<file path="src/rtl/modexp_ctrl_unit_if.sv">
// modexp_ctrl_unit_if -- control/status bundle of the modular-exponentiation
// sequencer.
//   master : drives ena, start, abort, exp_e (the requester / testbench).
//   slave  : the sequencer; drives clear_mmm, ld_a, ld_r, lock1, lock2,
//            sel1, sel2, busy, done, round_cnt.
// WIDTH must match the WIDTH of the attached modexp_ctrl_unit.
interface modexp_ctrl_unit_if #(
    parameter int WIDTH = 8
) ();
    localparam int RCW = $clog2(WIDTH + 1);

    logic             ena;
    logic             start;
    logic             abort;
    logic [WIDTH-1:0] exp_e;
    logic             clear_mmm;
    logic             ld_a;
    logic             ld_r;
    logic             lock1;
    logic             lock2;
    logic [1:0]       sel1;
    logic             sel2;
    logic             busy;
    logic             done;
    logic [RCW-1:0]   round_cnt;

    modport master (
        output ena, start, abort, exp_e,
        input  clear_mmm, ld_a, ld_r, lock1, lock2, sel1, sel2, busy, done, round_cnt
    );

    modport slave (
        input  ena, start, abort, exp_e,
        output clear_mmm, ld_a, ld_r, lock1, lock2, sel1, sel2, busy, done, round_cnt
    );
endinterface

</file>
<file path="src/rtl/modexp_ctrl_unit.sv">
// modexp_ctrl_unit -- sequencer for a right-to-left square/multiply modular
// exponentiation around a Montgomery multiplier.
// A run is: map phase, WIDTH (or fewer) exponentiate rounds, remap phase.
// Each phase is PRE (1 cycle, ld_a), RUN (MMM_CYCLES cycles), POST (1 cycle,
// ld_r), i.e. MMM_CYCLES+2 cycles.
// Ports:
//   clk  : clock, rising edge
//   rst  : asynchronous reset, active high
//   bus  : modexp_ctrl_unit_if.slave (ena/start/abort/exp_e in; multiplier
//          controls, busy, done, round_cnt out)
// Optional build macro MODEXP_CTRL_ZERO_SKIP_EN: stop the exponentiate rounds
// as soon as the remaining exponent bits are all zero (at least one round).
module modexp_ctrl_unit #(
    parameter int WIDTH      = 8,
    parameter int MMM_CYCLES = 10
) (
    input logic              clk,
    input logic              rst,
    modexp_ctrl_unit_if.slave bus
);
    localparam int RCW = $clog2(WIDTH + 1);
    localparam int SW  = $clog2(MMM_CYCLES + 1);

    localparam logic [3:0] S_IDLE       = 4'd0;
    localparam logic [3:0] S_PRE_MAP    = 4'd1;
    localparam logic [3:0] S_MAP        = 4'd2;
    localparam logic [3:0] S_POST_MAP   = 4'd3;
    localparam logic [3:0] S_PRE_MMM    = 4'd4;
    localparam logic [3:0] S_MMM        = 4'd5;
    localparam logic [3:0] S_POST_MMM   = 4'd6;
    localparam logic [3:0] S_PRE_REMAP  = 4'd7;
    localparam logic [3:0] S_REMAP      = 4'd8;
    localparam logic [3:0] S_POST_REMAP = 4'd9;
    localparam logic [3:0] S_DONE       = 4'd10;

    logic [3:0]       state, state_nxt;
    logic [SW-1:0]    step;
    logic [RCW-1:0]   round_cnt;
    logic [WIDTH-1:0] reg_exp;
    logic             step_last;
    logic             last_round;

    logic       clear_mmm, ld_a, ld_r, lock1, lock2, sel2, busy, done;
    logic [1:0] sel1;

    assign step_last = (step == SW'(MMM_CYCLES - 1));

`ifdef MODEXP_CTRL_ZERO_SKIP_EN
    // reg_exp[WIDTH-1:1] is the value reg_exp takes after this round's shift.
    assign last_round = (round_cnt == RCW'(WIDTH - 1)) || (reg_exp[WIDTH-1:1] == '0);
`else
    assign last_round = (round_cnt == RCW'(WIDTH - 1));
`endif

    always_comb begin
        state_nxt = state;
        if (bus.abort) begin
            state_nxt = S_IDLE;
        end else begin
            case (state)
                S_IDLE,
                S_DONE:       if (bus.start) state_nxt = S_PRE_MAP;
                S_PRE_MAP:    state_nxt = S_MAP;
                S_MAP:        if (step_last) state_nxt = S_POST_MAP;
                S_POST_MAP:   state_nxt = S_PRE_MMM;
                S_PRE_MMM:    state_nxt = S_MMM;
                S_MMM:        if (step_last) state_nxt = S_POST_MMM;
                S_POST_MMM:   state_nxt = last_round ? S_PRE_REMAP : S_PRE_MMM;
                S_PRE_REMAP:  state_nxt = S_REMAP;
                S_REMAP:      if (step_last) state_nxt = S_POST_REMAP;
                S_POST_REMAP: state_nxt = S_DONE;
                default:      state_nxt = S_IDLE;
            endcase
        end
    end

    always_ff @(posedge clk or posedge rst) begin
        if (rst) begin
            state     <= S_IDLE;
            step      <= '0;
            round_cnt <= '0;
            reg_exp   <= '0;
        end else if (bus.ena) begin
            state <= state_nxt;
            if (bus.abort) begin
                step      <= '0;
                round_cnt <= '0;
                reg_exp   <= '0;
            end else begin
                case (state)
                    S_IDLE,
                    S_DONE: begin
                        if (bus.start) begin
                            round_cnt <= '0;
                            step      <= '0;
                        end
                    end
                    S_MAP,
                    S_MMM,
                    S_REMAP:      step <= step + 1'b1;
                    S_POST_MAP: begin
                        step    <= '0;
                        reg_exp <= bus.exp_e;
                    end
                    S_POST_MMM: begin
                        step      <= '0;
                        reg_exp   <= reg_exp >> 1;
                        round_cnt <= round_cnt + 1'b1;
                    end
                    S_POST_REMAP: step <= '0;
                    default: ;
                endcase
            end
        end
    end

    // Outputs are decoded from the state register only, so reset clears them
    // immediately without a clock.
    always_comb begin
        clear_mmm = 1'b0;
        ld_a      = 1'b0;
        ld_r      = 1'b0;
        lock1     = 1'b0;
        lock2     = 1'b0;
        sel1      = 2'b00;
        sel2      = 1'b0;
        busy      = 1'b0;
        done      = 1'b0;
        case (state)
            S_PRE_MAP, S_MAP, S_POST_MAP: begin
                clear_mmm = 1'b1;
                lock1     = 1'b1;
                lock2     = 1'b1;
                busy      = 1'b1;
            end
            S_PRE_MMM, S_MMM, S_POST_MMM: begin
                clear_mmm = 1'b1;
                lock1     = reg_exp[0];
                lock2     = 1'b1;
                sel1      = 2'b01;
                sel2      = 1'b1;
                busy      = 1'b1;
            end
            S_PRE_REMAP, S_REMAP, S_POST_REMAP: begin
                clear_mmm = 1'b1;
                lock1     = 1'b1;
                sel1      = 2'b10;
                sel2      = 1'b1;
                busy      = 1'b1;
            end
            S_DONE: begin
                clear_mmm = 1'b1;
                lock1     = 1'b1;
                sel1      = 2'b10;
                sel2      = 1'b1;
                done      = 1'b1;
            end
            default: ;
        endcase
        ld_a = (state == S_PRE_MAP) || (state == S_PRE_MMM) || (state == S_PRE_REMAP);
        ld_r = (state == S_POST_MAP) || (state == S_POST_MMM) || (state == S_POST_REMAP);
    end

    assign bus.clear_mmm = clear_mmm;
    assign bus.ld_a      = ld_a;
    assign bus.ld_r      = ld_r;
    assign bus.lock1     = lock1;
    assign bus.lock2     = lock2;
    assign bus.sel1      = sel1;
    assign bus.sel2      = sel2;
    assign bus.busy      = busy;
    assign bus.done      = done;
    assign bus.round_cnt = round_cnt;
endmodule

</file>
<file path="src/flat_wrapper.sv">
// flat-port wrapper written by rule: the top's interface ports become plain ports
module modexp_ctrl_unit_flat 
#(
    parameter int WIDTH      = 8,
    parameter int MMM_CYCLES = 10
)
  (clk, rst, bus_ena, bus_start, bus_abort, bus_exp_e, bus_clear_mmm, bus_ld_a, bus_ld_r, bus_lock1, bus_lock2, bus_sel1, bus_sel2, bus_busy, bus_done, bus_round_cnt);
  modexp_ctrl_unit_if #(.WIDTH(WIDTH)) bus_i ();
  input logic clk;
  input logic rst;
  input wire logic [$bits(bus_i.ena)-1:0] bus_ena;
  input wire logic [$bits(bus_i.start)-1:0] bus_start;
  input wire logic [$bits(bus_i.abort)-1:0] bus_abort;
  input wire logic [$bits(bus_i.exp_e)-1:0] bus_exp_e;
  output wire logic [$bits(bus_i.clear_mmm)-1:0] bus_clear_mmm;
  output wire logic [$bits(bus_i.ld_a)-1:0] bus_ld_a;
  output wire logic [$bits(bus_i.ld_r)-1:0] bus_ld_r;
  output wire logic [$bits(bus_i.lock1)-1:0] bus_lock1;
  output wire logic [$bits(bus_i.lock2)-1:0] bus_lock2;
  output wire logic [$bits(bus_i.sel1)-1:0] bus_sel1;
  output wire logic [$bits(bus_i.sel2)-1:0] bus_sel2;
  output wire logic [$bits(bus_i.busy)-1:0] bus_busy;
  output wire logic [$bits(bus_i.done)-1:0] bus_done;
  output wire logic [$bits(bus_i.round_cnt)-1:0] bus_round_cnt;
  assign bus_i.ena = bus_ena;
  assign bus_i.start = bus_start;
  assign bus_i.abort = bus_abort;
  assign bus_i.exp_e = bus_exp_e;
  assign bus_clear_mmm = bus_i.clear_mmm;
  assign bus_ld_a = bus_i.ld_a;
  assign bus_ld_r = bus_i.ld_r;
  assign bus_lock1 = bus_i.lock1;
  assign bus_lock2 = bus_i.lock2;
  assign bus_sel1 = bus_i.sel1;
  assign bus_sel2 = bus_i.sel2;
  assign bus_busy = bus_i.busy;
  assign bus_done = bus_i.done;
  assign bus_round_cnt = bus_i.round_cnt;
  modexp_ctrl_unit #(.WIDTH(WIDTH), .MMM_CYCLES(MMM_CYCLES)) u_core (.clk(clk), .rst(rst), .bus(bus_i));
endmodule
</file>
<file path="config.mk">
export PLATFORM = sky130hd
export DESIGN_NAME = modexp_ctrl_unit_flat
export DESIGN_NICKNAME = d
export VERILOG_FILES = /design/src/rtl/modexp_ctrl_unit_if.sv /design/src/rtl/modexp_ctrl_unit.sv /design/src/flat_wrapper.sv
export SDC_FILE = /design/constraint.sdc
export NUM_CORES = 1
export LEC_CHECK = 0
export ABC_CLOCK_PERIOD_IN_PS = 2200
export BUFFER_PORTS_ARGS = -buffer_cell sky130_fd_sc_hd__buf_2
export CAP_MARGIN = 5
export CORE_UTILIZATION = 55
export CTS_CLUSTER_DIAMETER = 120
export CTS_CLUSTER_SIZE = 28
export DETAILED_ROUTE_END_ITERATION = 10
export PLACE_DENSITY = 0.85
export SLEW_MARGIN = 5
export SYNTH_ARGS = -nofsm -noshare
export SYNTH_HDL_FRONTEND = slang
export SYNTH_SLANG_ARGS = --single-unit
</file>
<file path="constraint.sdc">
create_clock -name clk -period 2.2 [get_ports clk]
set_input_delay 0.11 -clock clk [delete_from_list [all_inputs] [get_ports clk]]
set_output_delay 0.11 -clock clk [all_outputs]
set_load 0.05 [all_outputs]
</file>
# Yosys cells after proc, flatten, opt, wreduce, memory -nomap -nowiden
# Cells that the tools add are included.
dict set report word_totals {
  wordCells 65
  output_inout_bits 14
  regBits 20
  inputBits 13
}
dict set report classes {
  add_sub_neg 2
  n_eq_ne 16
  reduce_logical 22
  mux 21
}
# cell count
set ops {}
lappend ops {{case mux 4 bit (10 select lines)} 1}
lappend ops {{two-way mux 4 bit} 8}
lappend ops {{equality test 4 x 3 -> 1 bit, second input constant} 5}
lappend ops {{equality test 4 bit, second input constant} 4}
lappend ops {{case mux 8 bit (2 select lines)} 1}
lappend ops {{OR reduction 7 bit} 2}
lappend ops {{case mux 4 bit (3 select lines)} 1}
lappend ops {{OR reduction 10 bit} 1}
lappend ops {{!= test 3 x 2 -> 1 bit, second input constant} 3}
lappend ops {{OR reduction 3 bit} 3}
lappend ops {{OR reduction 9 bit} 1}
lappend ops {{adder 4 x 1 -> 4 bit, second input constant} 2}
lappend ops {{equality test 4 x 2 -> 1 bit, second input constant} 2}
lappend ops {{two-way mux 8 bit} 1}
lappend ops {{case mux 4 bit (2 select lines)} 1}
lappend ops {{AND reduction 3 bit} 2}
lappend ops {{nonzero test 3 bit} 2}
lappend ops {{OR reduction 6 bit} 1}
lappend ops {{two-way mux 1 bit} 5}
lappend ops {{AND reduction 5 bit} 1}
lappend ops {{equality test 4 x 1 -> 1 bit, second input constant} 1}
lappend ops {{logical NOT 4 bit} 1}
lappend ops {{logical OR 1 bit} 4}
lappend ops {{case mux 2 bit (2 select lines)} 1}
lappend ops {{other kinds (7)} 7}

# Logic depth before layout (Yosys ltp)
dict set report logic_depth {
  word_depth 4
  ltp_mapped 6
  ltp_nobuf 5
}

# Worst setup path after synthesis
# OpenSTA, ideal clock, no wires.
dict set report synth_timing {
  path_kind {register to register}
  start {reg u_core.state[0]}
  end {reg u_core.round_cnt[3] (netlist: u_core.bus.round_cnt[3])}
  setup_ns 0.121
  setup_slack_ns -0.171
  t_required_ns 2.079
  path_stages_with_launch 6
  period_less_slack_ns 2.371
  arrival_ns 2.250
  cell_sequence {dfrtp_1 -> buf_6 -> buf_2 -> nor3_1 -> o31ai_2 -> a22o_1}
}
dict set report synth_via {
  elab_chain_len 4
  elab_cells_between_ends 9
  classes_between {3 x eq/ne; 2 x mux; 4 x reduce/logical}
}
# element line
set synth_lines {}
lappend synth_lines {{start, declared} modexp_ctrl_unit.sv:36} ;# logic [3:0] state, state_nxt;
lappend synth_lines {{start signal, assigned} modexp_ctrl_unit.sv:84} ;# state <= state_nxt;
lappend synth_lines {{equality test 4 bit / logical NOT 4 bit (equally long branches)} modexp_ctrl_unit.sv:90} ;# case (state)
lappend synth_lines {{OR reduction 2 bit} modexp_ctrl_unit.sv:90}
lappend synth_lines {{!= test 3 bit (no line) (tied with other cells)} --}
lappend synth_lines {{AND reduction 3 bit (no line) / two-way mux 4 bit (equally long branches)} --}
lappend synth_lines {{end signal, assigned} modexp_ctrl_unit.sv:108} ;# round_cnt <= round_cnt + 1'b1;
lappend synth_lines {{end, declared} modexp_ctrl_unit.sv:38} ;# logic [RCW-1:0] round_cnt;
# Parallel ways exist; a longest one is shown, timed or not.
# A chain may end at the register's enable or synchronous reset.

# Worst setup path after layout
dict set report layout_timing {
  start {reg u_core.state[3]}
  end {out bus_ld_r}
}
dict set report layout_via {
  elab_chain_len 3
  elab_cells_between_ends 5
  classes_between {3 x eq/ne; 2 x reduce/logical}
}
# element line
set layout_lines {}
lappend layout_lines {{equality test 4 x 2 -> 1 bit / equality test 4 x 3 -> 1 bit (equally long branches)} modexp_ctrl_unit.sv:161} ;# ld_r = (state == S_POST_MAP) || (state == S_POST_MMM) || (state == S_POST_REMAP);
lappend layout_lines {{logical OR 1 bit} modexp_ctrl_unit.sv:161}
lappend layout_lines {{logical OR 1 bit *} modexp_ctrl_unit.sv:161}
lappend layout_lines {{end, declared} flat_wrapper.sv:17} ;# output wire logic [$bits(bus_i.ld_r)-1:0] bus_ld_r;
# Every way passes the cells marked *; elsewhere a longest branch is shown, timed or not.

==> impl_metrics.prom <==
# TYPE chip_impl_metric gauge
chip_impl_metric{name="drive_above_1_share",unit="%"} 29.26
chip_impl_metric{name="fillcell_total",unit=""} 209
chip_impl_metric{name="synth_edf_count",unit=""} 0
chip_impl_metric{name="rows",unit=""} 18
chip_impl_metric{name="power.share.sequential",unit="%"} 29.5
chip_impl_metric{name="total_count_of_hold_check_failures_in_the_final_report",unit=""} 0
chip_impl_metric{name="detail_route.wirelength",unit="um"} 3119
chip_impl_info{name="timing.hold.worst.class",value="input pin to flop"} 1
chip_impl_info{name="synth_top_family_by_area",value="simple AND/OR/NAND/NOR gates"} 1
chip_impl_info{name="timing.critical_path.cells",value="nand4bb_1 > buf_4 > nand2_1 > buf_2"} 1
chip_impl_metric{name="via_count_of_the_routed_design",unit=""} 1311
chip_impl_metric{name="synth_compound_gate_area_share",unit="%"} 22.71
chip_impl_metric{name="die_h",unit="um"} 54.01
chip_impl_metric{name="largest_net_degree_at_the_start_of_global_routing",unit=""} 25
chip_impl_metric{name="area.sequential",unit="um2"} 501.7
chip_impl_info{name="outcome",value="finished, final reports clean"} 1
chip_impl_metric{name="design.final.nets",unit=""} 206
chip_impl_metric{name="final.min_clock_period",unit="ns"} 1.976
chip_impl_metric{name="yosys-mux-area-fraction",unit="%"} 9.924
chip_impl_metric{name="postSynthRegisterBits",unit=""} 20
chip_impl_metric{name="timing.critical_path.fanout_max",unit=""} 13
chip_impl_metric{name="synthDistinctLibCells",unit=""} 53
chip_impl_metric{name="io_buffers",unit=""} 26
chip_impl_metric{name="tritoncts.num_buffers",unit=""} 3
chip_impl_metric{name="max-clock-path-buffers",unit=""} 2
chip_impl_metric{name="synth_simple_gate_area_share",unit="%"} 22.88
chip_impl_info{name="rsz0062_at_grt",value="no"} 1
chip_impl_metric{name="initialDrtViolationCount",unit=""} 24
chip_impl_metric{name="clkLatencyLatePin",unit="ns"} 0.31
chip_impl_metric{name="die_x",unit="um"} 54.01
chip_impl_metric{name="i_o_pins",unit=""} 27
chip_impl_metric{name="areaGrowthSynthToFinish",unit="%"} 12.62
chip_impl_metric{name="drv_slew",unit=""} 0
chip_impl_metric{name="design.core.area",unit="um2"} 2522
chip_impl_metric{name="multi_input_comb_area",unit="um2"} 902.1
chip_impl_metric{name="power_frac_clock",unit="%"} 9.8
chip_impl_info{name="critPathLaunchType",value="flop"} 1
chip_impl_metric{name="ir_drop",unit="mV"} 1.120
chip_impl_info{name="critPathKind",value="flop to primary output"} 1
chip_impl_metric{name="grt_antenna_before_repair",unit=""} 0
chip_impl_metric{name="setup_violations",unit=""} 0
chip_impl_metric{name="remaining_drc_errors",unit=""} 0
chip_impl_metric{name="worst_slew_pin_slew",unit="ns"} 0.7634
chip_impl_metric{name="max_freq",unit="GHz"} 0.5061
chip_impl_info{name="ys.flop_type",value="sky130_fd_sc_hd__dfrtp_1"} 1
chip_impl_metric{name="postSynthCellCount",unit=""} 165
chip_impl_metric{name="synthesis.area_per_instance",unit="um2"} 9.016
chip_impl_metric{name="critPathRequiredTime",unit="ns"} 2.09
chip_impl_metric{name="cts.clk_slew.worst_paths",unit="ns"} 0.10
chip_impl_metric{name="fin_worst_skew",unit="ns"} 0.006213
chip_impl_metric{name="synthesis.yosys.warnings",unit=""} 0
chip_impl_metric{name="clock_sinks",unit=""} 20
chip_impl_metric{name="finalSetupTns",unit="ns"} 0
chip_impl_metric{name="critical_path.max_stage_delay",unit="ns"} 0.52
chip_impl_metric{name="synth_top_cell_area_share",unit="%"} 33.64
chip_impl_metric{name="p_per_area",unit="nW/um2"} 1050
chip_impl_metric{name="vias_per_cell",unit=""} 6.014
chip_impl_metric{name="grt_pass1_vias",unit=""} 1108
chip_impl_info{name="critical_path.slowest_cell",value="sky130_fd_sc_hd__dfrtp_2"} 1
chip_impl_metric{name="netSwitchingPower",unit="mW"} 0.8978
chip_impl_metric{name="antenna-diode-count",unit=""} 0
chip_impl_metric{name="design.die.area",unit="um2"} 2917
chip_impl_metric{name="place.detailed.hpwl",unit="um"} 2308
chip_impl_metric{name="synth_adder_area_share",unit="%"} 2.523
chip_impl_metric{name="ys_async_sr_fraction",unit="%"} 100.0
chip_impl_info{name="cts_tree",value="done"} 1
chip_impl_metric{name="leakage",unit="nW"} 0.8257
chip_impl_metric{name="postCtsSetupBuffers",unit=""} 0
chip_impl_info{name="endpoint_kind",value="primary output"} 1
chip_impl_metric{name="grtUsageTotal",unit="%"} 24.04
chip_impl_metric{name="critical_path_arrival",unit="ns"} 1.87
chip_impl_info{name="synth_top_area_cell",value="sky130_fd_sc_hd__dfrtp_1"} 1
chip_impl_metric{name="total_power",unit="mW"} 1.758
chip_impl_metric{name="postSynthNetCount",unit=""} 181
chip_impl_info{name="clock-root-buffer",value="sky130_fd_sc_hd__clkbuf_4"} 1
chip_impl_metric{name="synthXorXnorAreaFrac",unit="%"} 2.271
chip_impl_metric{name="switching_share",unit="%"} 51.06
chip_impl_metric{name="synth-seq-area-share",unit="%"} 33.64
chip_impl_metric{name="cell_internal_pwr",unit="mW"} 0.8607
chip_impl_metric{name="htree_levels",unit=""} 1
chip_impl_metric{name="grt_pass1_wl",unit="um"} 4926
chip_impl_info{name="synthTopCellsByArea",value="sky130_fd_sc_hd__dfrtp_1 (34%), sky130_fd_sc_hd__nand2_1 (5.8%), sky130_fd_sc_hd__mux2_2 (5.3%), sky130_fd_sc_hd__a21oi_1 (4.4%), sky130_fd_sc_hd__ha_1 (2.5%)"} 1
chip_impl_metric{name="wl_per_cell",unit="um"} 14.31
chip_impl_metric{name="detail_route.first_pass.iterations",unit=""} 4
chip_impl_metric{name="grt_remaining_overflow",unit=""} 0
chip_impl_metric{name="final_min_period_over_clock_period",unit="%"} 89.82
chip_impl_metric{name="placer_s_final_routability_congestion_estimate",unit=""} 0.8941
chip_impl_metric{name="cap_violations",unit=""} 0
chip_impl_metric{name="timing.max_slew.rel_slack",unit="%"} 49.05
chip_impl_metric{name="final_antenna_net_count",unit=""} 0
chip_impl_metric{name="mappedNetlistArea",unit="um2"} 1488
chip_impl_metric{name="start_util",unit="%"} 58.98
chip_impl_metric{name="comb_power_share",unit="%"} 60.7
[power by group through the flow]
stage	Sequential (mW)	Combinational (mW)	Clock (mW)
5_1_grt	0.529	1.14	0.198
4_1_cts	0.516	1.07	0.185
3_3_place_gp	0.513	1.05	0
2_1_floorplan	0.474	0.919	0
6_report	0.519	1.07	0.172
3_5_place_dp	0.524	1.07	0
[cell usage in the layout, fill, tap and decap left out, types with 2 or more instances in the layout]
cell type / instances
sky130_fd_sc_hd__buf_2: 26
sky130_fd_sc_hd__nand2_1: 23
sky130_fd_sc_hd__dfrtp_1: 19
sky130_fd_sc_hd__a21oi_1: 13
sky130_fd_sc_hd__mux2_2: 7
sky130_fd_sc_hd__nor2_1: 7
sky130_fd_sc_hd__buf_4: 7
sky130_fd_sc_hd__inv_1: 5
sky130_fd_sc_hd__nand3b_1: 5
sky130_fd_sc_hd__nor3_1: 5
sky130_fd_sc_hd__nand2b_1: 3
sky130_fd_sc_hd__o21ai_0: 3
sky130_fd_sc_hd__o2bb2ai_1: 3
sky130_fd_sc_hd__mux2_1: 3
sky130_fd_sc_hd__a211o_1: 3
sky130_fd_sc_hd__ha_1: 3
sky130_fd_sc_hd__clkbuf_4: 3
sky130_fd_sc_hd__nand4bb_1: 2
sky130_fd_sc_hd__xnor2_1: 2
sky130_fd_sc_hd__a21o_1: 2
sky130_fd_sc_hd__a211oi_1: 2
sky130_fd_sc_hd__nand3_1: 2
sky130_fd_sc_hd__and3_1: 2
sky130_fd_sc_hd__nor2b_1: 2
sky130_fd_sc_hd__nor3b_1: 2
sky130_fd_sc_hd__or2_2: 2
sky130_fd_sc_hd__a22o_1: 2
sky130_fd_sc_hd__a221o_1: 2
sky130_fd_sc_hd__mux2i_1: 2
sky130_fd_sc_hd__o311ai_0: 2
[cells in the mapped netlist, drive strengths merged (3+ instances only)]
cell	count
o21ai	5
nor3	6
a21o	3
o2bb2ai	3
nand2	23
a211o	3
nor2	7
nand3b	5
a21oi	13
inv	5
buf	9
ha	3
nand2b	3
dfrtp	20
clkbuf	5
mux2	11
[registers in the layout, summed over array words and instances (netlist names)]
register and flops:
u_core.state 4, u_core.reg_exp 8, u_core.step 4, u_core.bus.round_cnt 4
[critical path: cells and delay by family (launching register included)]
kind | cells | cell delay [ns]
buf+inv | 2 | 0.54
flops | 1 | 0.52
simple gates | 2 | 0.50
[worst paths after layout]
check,start,cells after the start,endpoint,slack (ns)
min reg2reg,u_core.reg_exp[3],1,u_core.reg_exp[3],0.52
min in group asynchronous,rst,3,u_core.reg_exp[7],0.47
max reg2reg,u_core.state[2],4,u_core.state[1],0.29
min,bus_exp_e[7],3,u_core.reg_exp[7],0.17
max in group asynchronous,rst,3,u_core.state[3],1.20
max,u_core.state[3],4,bus_ld_r,0.22
[cell families (layout without fill, tap and decap cells)]
family          count (synthesis)  in the layout
simple gates                   63             63
compound gates                 44             44
flops                          20             20
buf+inv                        19             42
mux                            13             13
fa+ha+maj                       3              3
xor+xnor                        3              3
[metrics by stage]
stage	area (um2)	worst slack, ns	hold slack, ns	instances	utilization [%]
3_3_place_gp	1642	0.3436	0.2688	214	65.08
4_1_cts	1674	0.07940	0.1601	218	66.37
2_1_floorplan	1493	0.1912	0.07383	165	-
3_5_place_dp	1642	0.3115	0.2967	214	65.08
5_1_grt	1675	0.06144	0.1901	218	66.42
6_report	1675	0.2241	0.1682	218	66.42
[final cells by class]
class                           count  share of cell area, %
Multi-Input combinational cell    126                  53.85
Sequential cell                    20                  29.95
Timing Repair Buffer               34                  11.50
Tap cell                           30                  2.240
Clock buffer                        3                  1.344
Inverter                            5                  1.120
[per-layer routing]
metal	vias to the layer above	wire [um]	GRT usage, %
li1	648	-	-
met4	0	34	9.829
met1	625	1370	28.15
met5	-	0	0
met3	5	144	6.780
met2	33	1569	40.95
[timing repair]
action | CTS | global route
hold buffers | 1 | 0
resized for setup | 0 | 1
endpoints found under the hold margin | 20 | 0
endpoints found under the setup margin | 0 | 2
(Power assumes the default switching activity.)
